==> config.mk <==
export PLATFORM = sky130hd
export DESIGN_NAME = asyncio_store_unit_flat
export DESIGN_NICKNAME = d
export VERILOG_FILES = /design/src/rtl/asyncio_store_if.sv /design/src/rtl/asyncio_store_unit.sv /design/src/flat_wrapper.sv
export SDC_FILE = /design/constraint.sdc
export NUM_CORES = 1
export LEC_CHECK = 0
export BUFFER_PORTS_ARGS = -buffer_cell sky130_fd_sc_hd__buf_2
export CAP_MARGIN = 20
export CORE_MARGIN = 2
export CORE_UTILIZATION = 54
export CTS_CLUSTER_DIAMETER = 60
export DETAILED_ROUTE_END_ITERATION = 6
export GPL_ROUTABILITY_DRIVEN = 0
export PLACE_DENSITY = 0.88
export SETUP_SLACK_MARGIN = 0.3
export SLEW_MARGIN = 5
export SYNTH_ARGS = -nofsm -noshare
export SYNTH_HDL_FRONTEND = slang
export SYNTH_SLANG_ARGS = --single-unit
==> constraint.sdc <==
create_clock -name clk -period 4.2 [get_ports clk]
set_input_delay 0.21 -clock clk [delete_from_list [all_inputs] [get_ports clk]]
set_output_delay 0.21 -clock clk [all_outputs]
set_load 0.005 [all_outputs]
==> src/rtl/asyncio_store_if.sv <==
// Store-request handshake between the asyncio reader (master) and the store unit (slave).
interface asyncio_store_if #(
  parameter int ADDRESS_WIDTH = 32,
  parameter int LENGTH_WIDTH  = 24
);
  logic                     memory_op_enable;
  logic [31:0]              word_to_store;
  logic [ADDRESS_WIDTH-1:0] address_out;
  logic [LENGTH_WIDTH-1:0]  length_out;
  logic                     memory_op_ready;

  modport master (
    output memory_op_enable,
    output word_to_store,
    output address_out,
    output length_out,
    input  memory_op_ready
  );

  modport slave (
    input  memory_op_enable,
    input  word_to_store,
    input  address_out,
    input  length_out,
    output memory_op_ready
  );
endinterface

==> src/rtl/asyncio_store_unit.sv <==
// Buffers reader store requests and writes them to data memory when the CPU leaves the port free.
// Optional CPU starvation stall is enabled with the macro ASYNCIO_STORE_STALL_EN.
module asyncio_store_unit #(
  parameter int ADDRESS_WIDTH  = 32,
  parameter int LENGTH_WIDTH   = 24,
  parameter int MEM_ADDR_WIDTH = 16,
  parameter int FIFO_DEPTH     = 2,
  parameter int STARVE_LIMIT   = 8
) (
  input  logic                      clk,
  input  logic                      rst,
  asyncio_store_if.slave            req,
  input  logic                      cpu_mem_busy,
  output logic                      cpu_stall,
  output logic                      mem_we,
  output logic [MEM_ADDR_WIDTH-1:0] mem_addr,
  output logic [31:0]               mem_wdata,
  output logic                      transfer_done,
  output logic                      err_misaligned,
  output logic                      busy
);

  localparam int PTR_W = $clog2(FIFO_DEPTH);

  typedef struct packed {
    logic [31:0]               word;
    logic [MEM_ADDR_WIDTH-1:0] addr;
    logic                      last;
  } entry_t;

  typedef enum logic [1:0] {IDLE, ACTIVE, FLUSH, DONE} state_t;

  entry_t             fifo_mem [FIFO_DEPTH];
  logic [PTR_W-1:0]   wr_ptr;
  logic [PTR_W-1:0]   rd_ptr;
  logic [PTR_W:0]     count;
  logic [PTR_W:0]     count_next;
  logic               ready_r;
  logic               push;
  logic               pop;
  logic               is_last;
  entry_t             head;
  entry_t             push_entry;
  state_t             state_r;
  state_t             state_next;
  logic               done_r;
  logic               busy_r;
  logic               we_r;
  logic [MEM_ADDR_WIDTH-1:0] addr_r;
  logic [31:0]        wdata_r;
  logic               err_r;
  logic               unused_bits;

  // Upper byte-address bits are dropped on purpose: word addresses wrap silently.
  assign unused_bits = ^{req.address_out[ADDRESS_WIDTH-1:MEM_ADDR_WIDTH+2], 32'(STARVE_LIMIT)};

  assign push       = req.memory_op_enable && ready_r;
  assign pop        = (count != '0) && !cpu_mem_busy;
  assign is_last    = (req.length_out == LENGTH_WIDTH'(1));
  assign head       = fifo_mem[rd_ptr];
  assign push_entry = '{word: req.word_to_store,
                        addr: req.address_out[MEM_ADDR_WIDTH+1:2],
                        last: is_last};

  assign req.memory_op_ready = ready_r;
  assign mem_we         = we_r;
  assign mem_addr       = addr_r;
  assign mem_wdata      = wdata_r;
  assign transfer_done  = done_r;
  assign busy           = busy_r;
  assign err_misaligned = err_r;

  // Occupancy after this edge's push and pop.
  always_comb begin
    count_next = count;
    if (push && !pop) begin
      count_next = count + 1'b1;
    end else if (!push && pop) begin
      count_next = count - 1'b1;
    end else begin
      count_next = count;
    end
  end

  // FIFO storage, pointers and the registered not-full indication.
  always_ff @(posedge clk) begin
    if (rst) begin
      wr_ptr  <= '0;
      rd_ptr  <= '0;
      count   <= '0;
      ready_r <= 1'b0;
      for (int i = 0; i < FIFO_DEPTH; i++) begin
        fifo_mem[i] <= '0;
      end
    end else begin
      if (push) begin
        fifo_mem[wr_ptr] <= push_entry;
        wr_ptr           <= wr_ptr + 1'b1;
      end
      if (pop) begin
        rd_ptr <= rd_ptr + 1'b1;
      end
      count   <= count_next;
      ready_r <= (count_next != (PTR_W+1)'(FIFO_DEPTH));
    end
  end

  // Memory write port; address and data hold between writes.
  always_ff @(posedge clk) begin
    if (rst) begin
      we_r    <= 1'b0;
      addr_r  <= '0;
      wdata_r <= '0;
    end else if (pop) begin
      we_r    <= 1'b1;
      addr_r  <= head.addr;
      wdata_r <= head.word;
    end else begin
      we_r <= 1'b0;
    end
  end

  // Sticky misalignment flag.
  always_ff @(posedge clk) begin
    if (rst) begin
      err_r <= 1'b0;
    end else if (push && (req.address_out[1:0] != 2'b00)) begin
      err_r <= 1'b1;
    end else begin
      err_r <= err_r;
    end
  end

  // Transfer state register with registered status outputs.
  always_ff @(posedge clk) begin
    if (rst) begin
      state_r <= IDLE;
      done_r  <= 1'b0;
      busy_r  <= 1'b0;
    end else begin
      state_r <= state_next;
      done_r  <= (state_next == DONE);
      busy_r  <= (state_next != IDLE);
    end
  end

  // A single-word transfer goes straight to FLUSH; a push during DONE starts the next transfer.
  always_comb begin
    state_next = state_r;
    case (state_r)
      IDLE: begin
        if (push) begin
          state_next = is_last ? FLUSH : ACTIVE;
        end else begin
          state_next = IDLE;
        end
      end
      ACTIVE: begin
        if (push && is_last) begin
          state_next = FLUSH;
        end else begin
          state_next = ACTIVE;
        end
      end
      FLUSH: begin
        if (pop && head.last) begin
          state_next = DONE;
        end else begin
          state_next = FLUSH;
        end
      end
      DONE: begin
        if (push) begin
          state_next = is_last ? FLUSH : ACTIVE;
        end else begin
          state_next = IDLE;
        end
      end
      default: begin
        state_next = IDLE;
      end
    endcase
  end

`ifdef ASYNCIO_STORE_STALL_EN
  localparam int CNT_W = $clog2(STARVE_LIMIT + 1);

  logic [CNT_W-1:0] starve_cnt_r;
  logic             stall_r;

  assign cpu_stall = stall_r;

  // Count cycles the head waits behind the CPU; raise the stall once the limit is reached.
  always_ff @(posedge clk) begin
    if (rst) begin
      starve_cnt_r <= '0;
      stall_r      <= 1'b0;
    end else if (pop) begin
      starve_cnt_r <= '0;
      stall_r      <= 1'b0;
    end else if ((count != '0) && cpu_mem_busy) begin
      if (starve_cnt_r != CNT_W'(STARVE_LIMIT)) begin
        starve_cnt_r <= starve_cnt_r + 1'b1;
      end
      if (starve_cnt_r >= CNT_W'(STARVE_LIMIT - 1)) begin
        stall_r <= 1'b1;
      end
    end else begin
      starve_cnt_r <= starve_cnt_r;
      stall_r      <= stall_r;
    end
  end
`else
  assign cpu_stall = 1'b0;
`endif

endmodule

==> src/flat_wrapper.sv <==
// flat-port wrapper written by rule: the top's interface ports become plain ports
module asyncio_store_unit_flat 
#(
  parameter int ADDRESS_WIDTH  = 32,
  parameter int LENGTH_WIDTH   = 24,
  parameter int MEM_ADDR_WIDTH = 16,
  parameter int FIFO_DEPTH     = 2,
  parameter int STARVE_LIMIT   = 8
)
  (clk, rst, cpu_mem_busy, cpu_stall, mem_we, mem_addr, mem_wdata, transfer_done, err_misaligned, busy, req_memory_op_enable, req_word_to_store, req_address_out, req_length_out, req_memory_op_ready);
  asyncio_store_if #(.ADDRESS_WIDTH(ADDRESS_WIDTH), .LENGTH_WIDTH(LENGTH_WIDTH)) req_i ();
  input  logic clk;
  input  logic rst;
  input  logic cpu_mem_busy;
  output logic cpu_stall;
  output logic mem_we;
  output logic [MEM_ADDR_WIDTH-1:0] mem_addr;
  output logic [31:0] mem_wdata;
  output logic transfer_done;
  output logic err_misaligned;
  output logic busy;
  input wire logic [$bits(req_i.memory_op_enable)-1:0] req_memory_op_enable;
  input wire logic [$bits(req_i.word_to_store)-1:0] req_word_to_store;
  input wire logic [$bits(req_i.address_out)-1:0] req_address_out;
  input wire logic [$bits(req_i.length_out)-1:0] req_length_out;
  output wire logic [$bits(req_i.memory_op_ready)-1:0] req_memory_op_ready;
  assign req_i.memory_op_enable = req_memory_op_enable;
  assign req_i.word_to_store = req_word_to_store;
  assign req_i.address_out = req_address_out;
  assign req_i.length_out = req_length_out;
  assign req_memory_op_ready = req_i.memory_op_ready;
  asyncio_store_unit #(.ADDRESS_WIDTH(ADDRESS_WIDTH), .LENGTH_WIDTH(LENGTH_WIDTH), .MEM_ADDR_WIDTH(MEM_ADDR_WIDTH), .FIFO_DEPTH(FIFO_DEPTH), .STARVE_LIMIT(STARVE_LIMIT)) u_core (.clk(clk), .rst(rst), .req(req_i), .cpu_mem_busy(cpu_mem_busy), .cpu_stall(cpu_stall), .mem_we(mem_we), .mem_addr(mem_addr), .mem_wdata(mem_wdata), .transfer_done(transfer_done), .err_misaligned(err_misaligned), .busy(busy));
endmodule
Yosys cells after proc, flatten, opt, wreduce, memory -nomap -nowiden
Memory sizes are Yosys's and may differ from the RTL's. A register that Yosys moved wholly into a read port is not among the register bits. Cells that the tools add are included.

Add/subtract/negate cells: 4. Equality and inequality tests: 6. Mux-type cells: 18. Reductions and logical operators: 16.

Operators with widths (count): $mux W49 (1); $reduce_or A49 Y1 (1); $eq A24 B1 Y1 const B (1); $mux W1 (11); $mux W2 (5); $logic_and A1 B1 Y1 (7); $eq A2 B2 Y1 const B (3); $pmux W2 S3 (1); $reduce_bool A2 Y1 (3); $logic_not A1 Y1 (3); $add A1 B1 Y1 const B (2); $add A2 B1 Y2 const B (1); $eq A2 B1 Y1 const B (1); $logic_not A2 Y1 (1); $ne A2 B2 Y1 const B (1); $reduce_or A2 Y1 (1); $sub A2 B1 Y2 const B (1).

Bits in registers: 59. Memory bits (writable): 98. Input bits: 92. Output and inout port bits: 54. Logic and storage cells: 56. Memories kept: 1.

Memory list: u_core.fifo_mem (words 2, width 49, read ports 1, clocked after memory_dff 1, wr ports 2, line asyncio_store_unit.sv:33) `entry_t fifo_mem [FIFO_DEPTH];`.

Longest topological paths before layout
Depth in word-level cells: 6. Mapped depth: 6.

Least setup slack after synthesis
OpenSTA, ideal clock, no wires.

Kind: flip-flop to flip-flop. From: register u_core.ready_r (netlist: u_core.req.memory_op_ready). To: memory u_core.fifo_mem[0][0] (netlist bit) (enable). Setup time: 466 ps. Arrival time: 2877 ps. Path slack: 857 ps. Stages on the path, launching flop included: 3. Path buffers: 0. Period minus slack after synthesis: 3343 ps. Cells stage by stage: dfxtp_1 nand2_2 o21bai_1.

RTL lines: start, declared (line asyncio_store_unit.sv:38) `logic ready_r;`; start signal, assigned (line asyncio_store_unit.sv:104) `ready_r <= (count_next != (PTR_W+1)'(FIFO_DEPTH));`; end, declared (line asyncio_store_unit.sv:33).

==> qor.txt <==
Skew-Pair Late Insertion Delay = 0.42 ns
Post-synth EDFFs = 98
antenna diode count = 0
crit end category = register
Yosys top cell by area = edfxtp_1
Hold WC Path Type = in2reg
Peak Freq = 427 MHz
slowest CP cell = or2_2
vias = 4110
WL/cell = 16.0 um
Core Box Area = 0.0115 mm^2
routed wire length = 12300 um
DPL Wire Length = 7940 um
Setup Crit Path Kind = reg2reg
crit path DAT = 2.46 ns
Die W = 112 um
Syn Area/Cell = 12.8 um^2
setup bufs post-CTS = 0
area share of the largest cell type after synthesis = 0.463
Startpoint Class = register
Tot GR Track Use = 0.208
count of final hold-check violations = 0
initial DRC count = 200
VDD IR-drop max = 0.455 mV
Clock Tree Buf Depth = 2
fraction of layout cells with a size suffix above 1 = 0.285
Max FO, Critical Path = 38
clock tree from TritonCTS = done
delay-heaviest family, CP = simple AND/OR/NAND/NOR gates
Pwr per Cell Area = 566 mW/mm^2
syn nets = 591
max-cap viol count = 0
Final TNS setup = 0 ns
post-synthesis instance total = 496
initial antenna violation count = 0
Rel. slew slack = 0.295
grt total ovfl = 0
top-count cell post-synth = edfxtp_1
cells resized by post-CTS repair = 0
Final Core Density = 0.669
Residual DRC = 0
met1 WL = 5080 um
post-synthesis async set-or-reset flop share = 0
Clock Sinks = 158
Highest Signal Layer = met4
Die Ht = 112 um
Yosys reg bits = 158
Num CTS Buffers = 17
initial core utilization = 0.554
total power draw = 4.34 mW
synthesized area = 0.00635 mm^2
first-pass GRT wire length = 20700 um
routed vias/inst = 5.33
Synth area leaders = edfxtp_1 (46%), dfxtp_1 (19%), and2_1 (9.5%), mux2i_1 (7.7%), a211oi_1 (5.8%)
num rows = 39
Critical Path Max Stage Delay = 0.79 ns
worst path bufs/invs = 1
actual transition at the worst max-transition pin = 1.06 ns
Pins Over Slew Limit = 0
Leak = 3.04 nW
H-tree depth = 4
hold slack = 0.0483 ns
vias in the first global route = 4283
DR WL met2 = 6360 um
post-route ant nets = 0
period utilization = 0.557
minimum clock period = 2.34 ns
largest net degree at the start of global routing = 55
CTS Hold Bufs = 0
final non-filler cell area = 0.00767 mm^2
io pins = 146
die area = 0.0126 mm^2
crit path cell chain = nand2_2 > nor3b_4 > or2_2 > buf_4
top_reg_cell synth = edfxtp_1
drt first pass iters = 4
post-synth cell types = 41
dpl cell area = 0.00712 mm^2
Clock Skew = 0.00745 ns
final setup fails = 0
unrepaired setup endpoints after global routing = false
Synth top cells by count = edfxtp_1 (98), and2_1 (96), dfxtp_1 (60)
PortBufs = 130
Area Growth Syn to Fin = 20.9%
clk slew on worst S/H paths = 0.06 ns
Crit path required time = 4.32 ns
Synthesis Warnings = 0
status = completed
wire length on met3 = 657 um
nets = 712
root buf cell = clkbuf_16
sequential area share after synthesis = 0.653
-- layout make-up --
cell class,count,area (um^2)
sequential,158,4150
multi-input combinational,297,2060
tap,143,179
fill,842,3790
clock buffer,20,467
clock inverter,10,91.3
inverter,7,26.3
timing repair buffer,136,708
-- power by group --
part / leakage, nW / switching (mW) / internal (mW)
Sequential: 1.52 / 0.195 / 1.91
Combinational: 1.26 / 0.423 / 0.398
Clock: 0.263 / 0.571 / 0.851
-- layer usage --
| layer | vias up | GRT usage |
|---|---|---|
| li1 | 2015 | - |
| met1 | 1962 | 0.241 |
| met2 | 109 | 0.363 |
| met3 | 24 | 0.0626 |
| met4 | 0 | 0.0813 |
| met5 | - | 0 |
-- worst register-to-register path, delay by kind of cell, from the launching register on --
| family | cells | cell delay (ns) |
|---|---|---|
| buf+inv | 1 | 0.37 |
| flops | 1 | 0.43 |
| simple gates | 3 | 1.23 |
-- state kept, by name (all words and copies together) (netlist names), named ones only --
signal and cells:
u_core.mem_we 1, u_core.err_misaligned 1, u_core.transfer_done 1, u_core.busy 1, u_core.mem_wdata 32, u_core.rd_ptr 1, u_core.req.memory_op_ready 1, u_core.fifo_mem 98
u_core.mem_addr 16, u_core.wr_ptr 1, u_core.count 2, u_core.state_r 2
-- metrics by stage --
step	setup WS (ns)	instances
2_1_floorplan	0.857	496
3_3_place_gp	1.84	741
3_5_place_dp	1.77	741
4_1_cts	1.83	771
5_1_grt	1.66	771
6_report	1.86	771
-- kinds of logic after synthesis --
logic type,Yosys count,synth area share
and+or+nand+nor,180,0.158
DFF,158,0.653
AOI/OAI and AO/OA,60,0.0715
muxes,50,0.0790
buffers and inverters,41,0.0286
adders and majority gates,3,0.00591
xor gates and xnor gates,3,0.00414
other,1,0.000591
-- layout by cell type (no fill, tap or decap), types with 2 or more instances in the layout --
cell type   count
clkinv_2        2
and2_1         96
buf_4           5
nand2_1         4
nor3_1          2
clkinv_4        2
a211oi_1       49
or2_2           3
nor4b_2         2
clkinvlp_4      4
edfxtp_1       98
inv_1           7
nor4_1          5
nor2_1         58
clkbuf_8        3
o211ai_1        2
ha_1            3
dfxtp_1        59
clkbuf_16      17
buf_2         130
xnor2_1         2
mux2i_1        49
-- path summary, 6_finish.rpt --
path,start,endpoint,slack (ns),cells after the start
hold / removal,cpu_mem_busy,u_core.mem_we,0.05,2
setup / recovery,u_core.req.memory_op_ready,u_core.fifo_mem[1][26],1.86,4
setup reg to reg,u_core.req.memory_op_ready,u_core.fifo_mem[1][26],1.86,4
hold reg to reg,u_core.err_misaligned,u_core.err_misaligned,0.46,2
(Power assumes the default switching activity.)
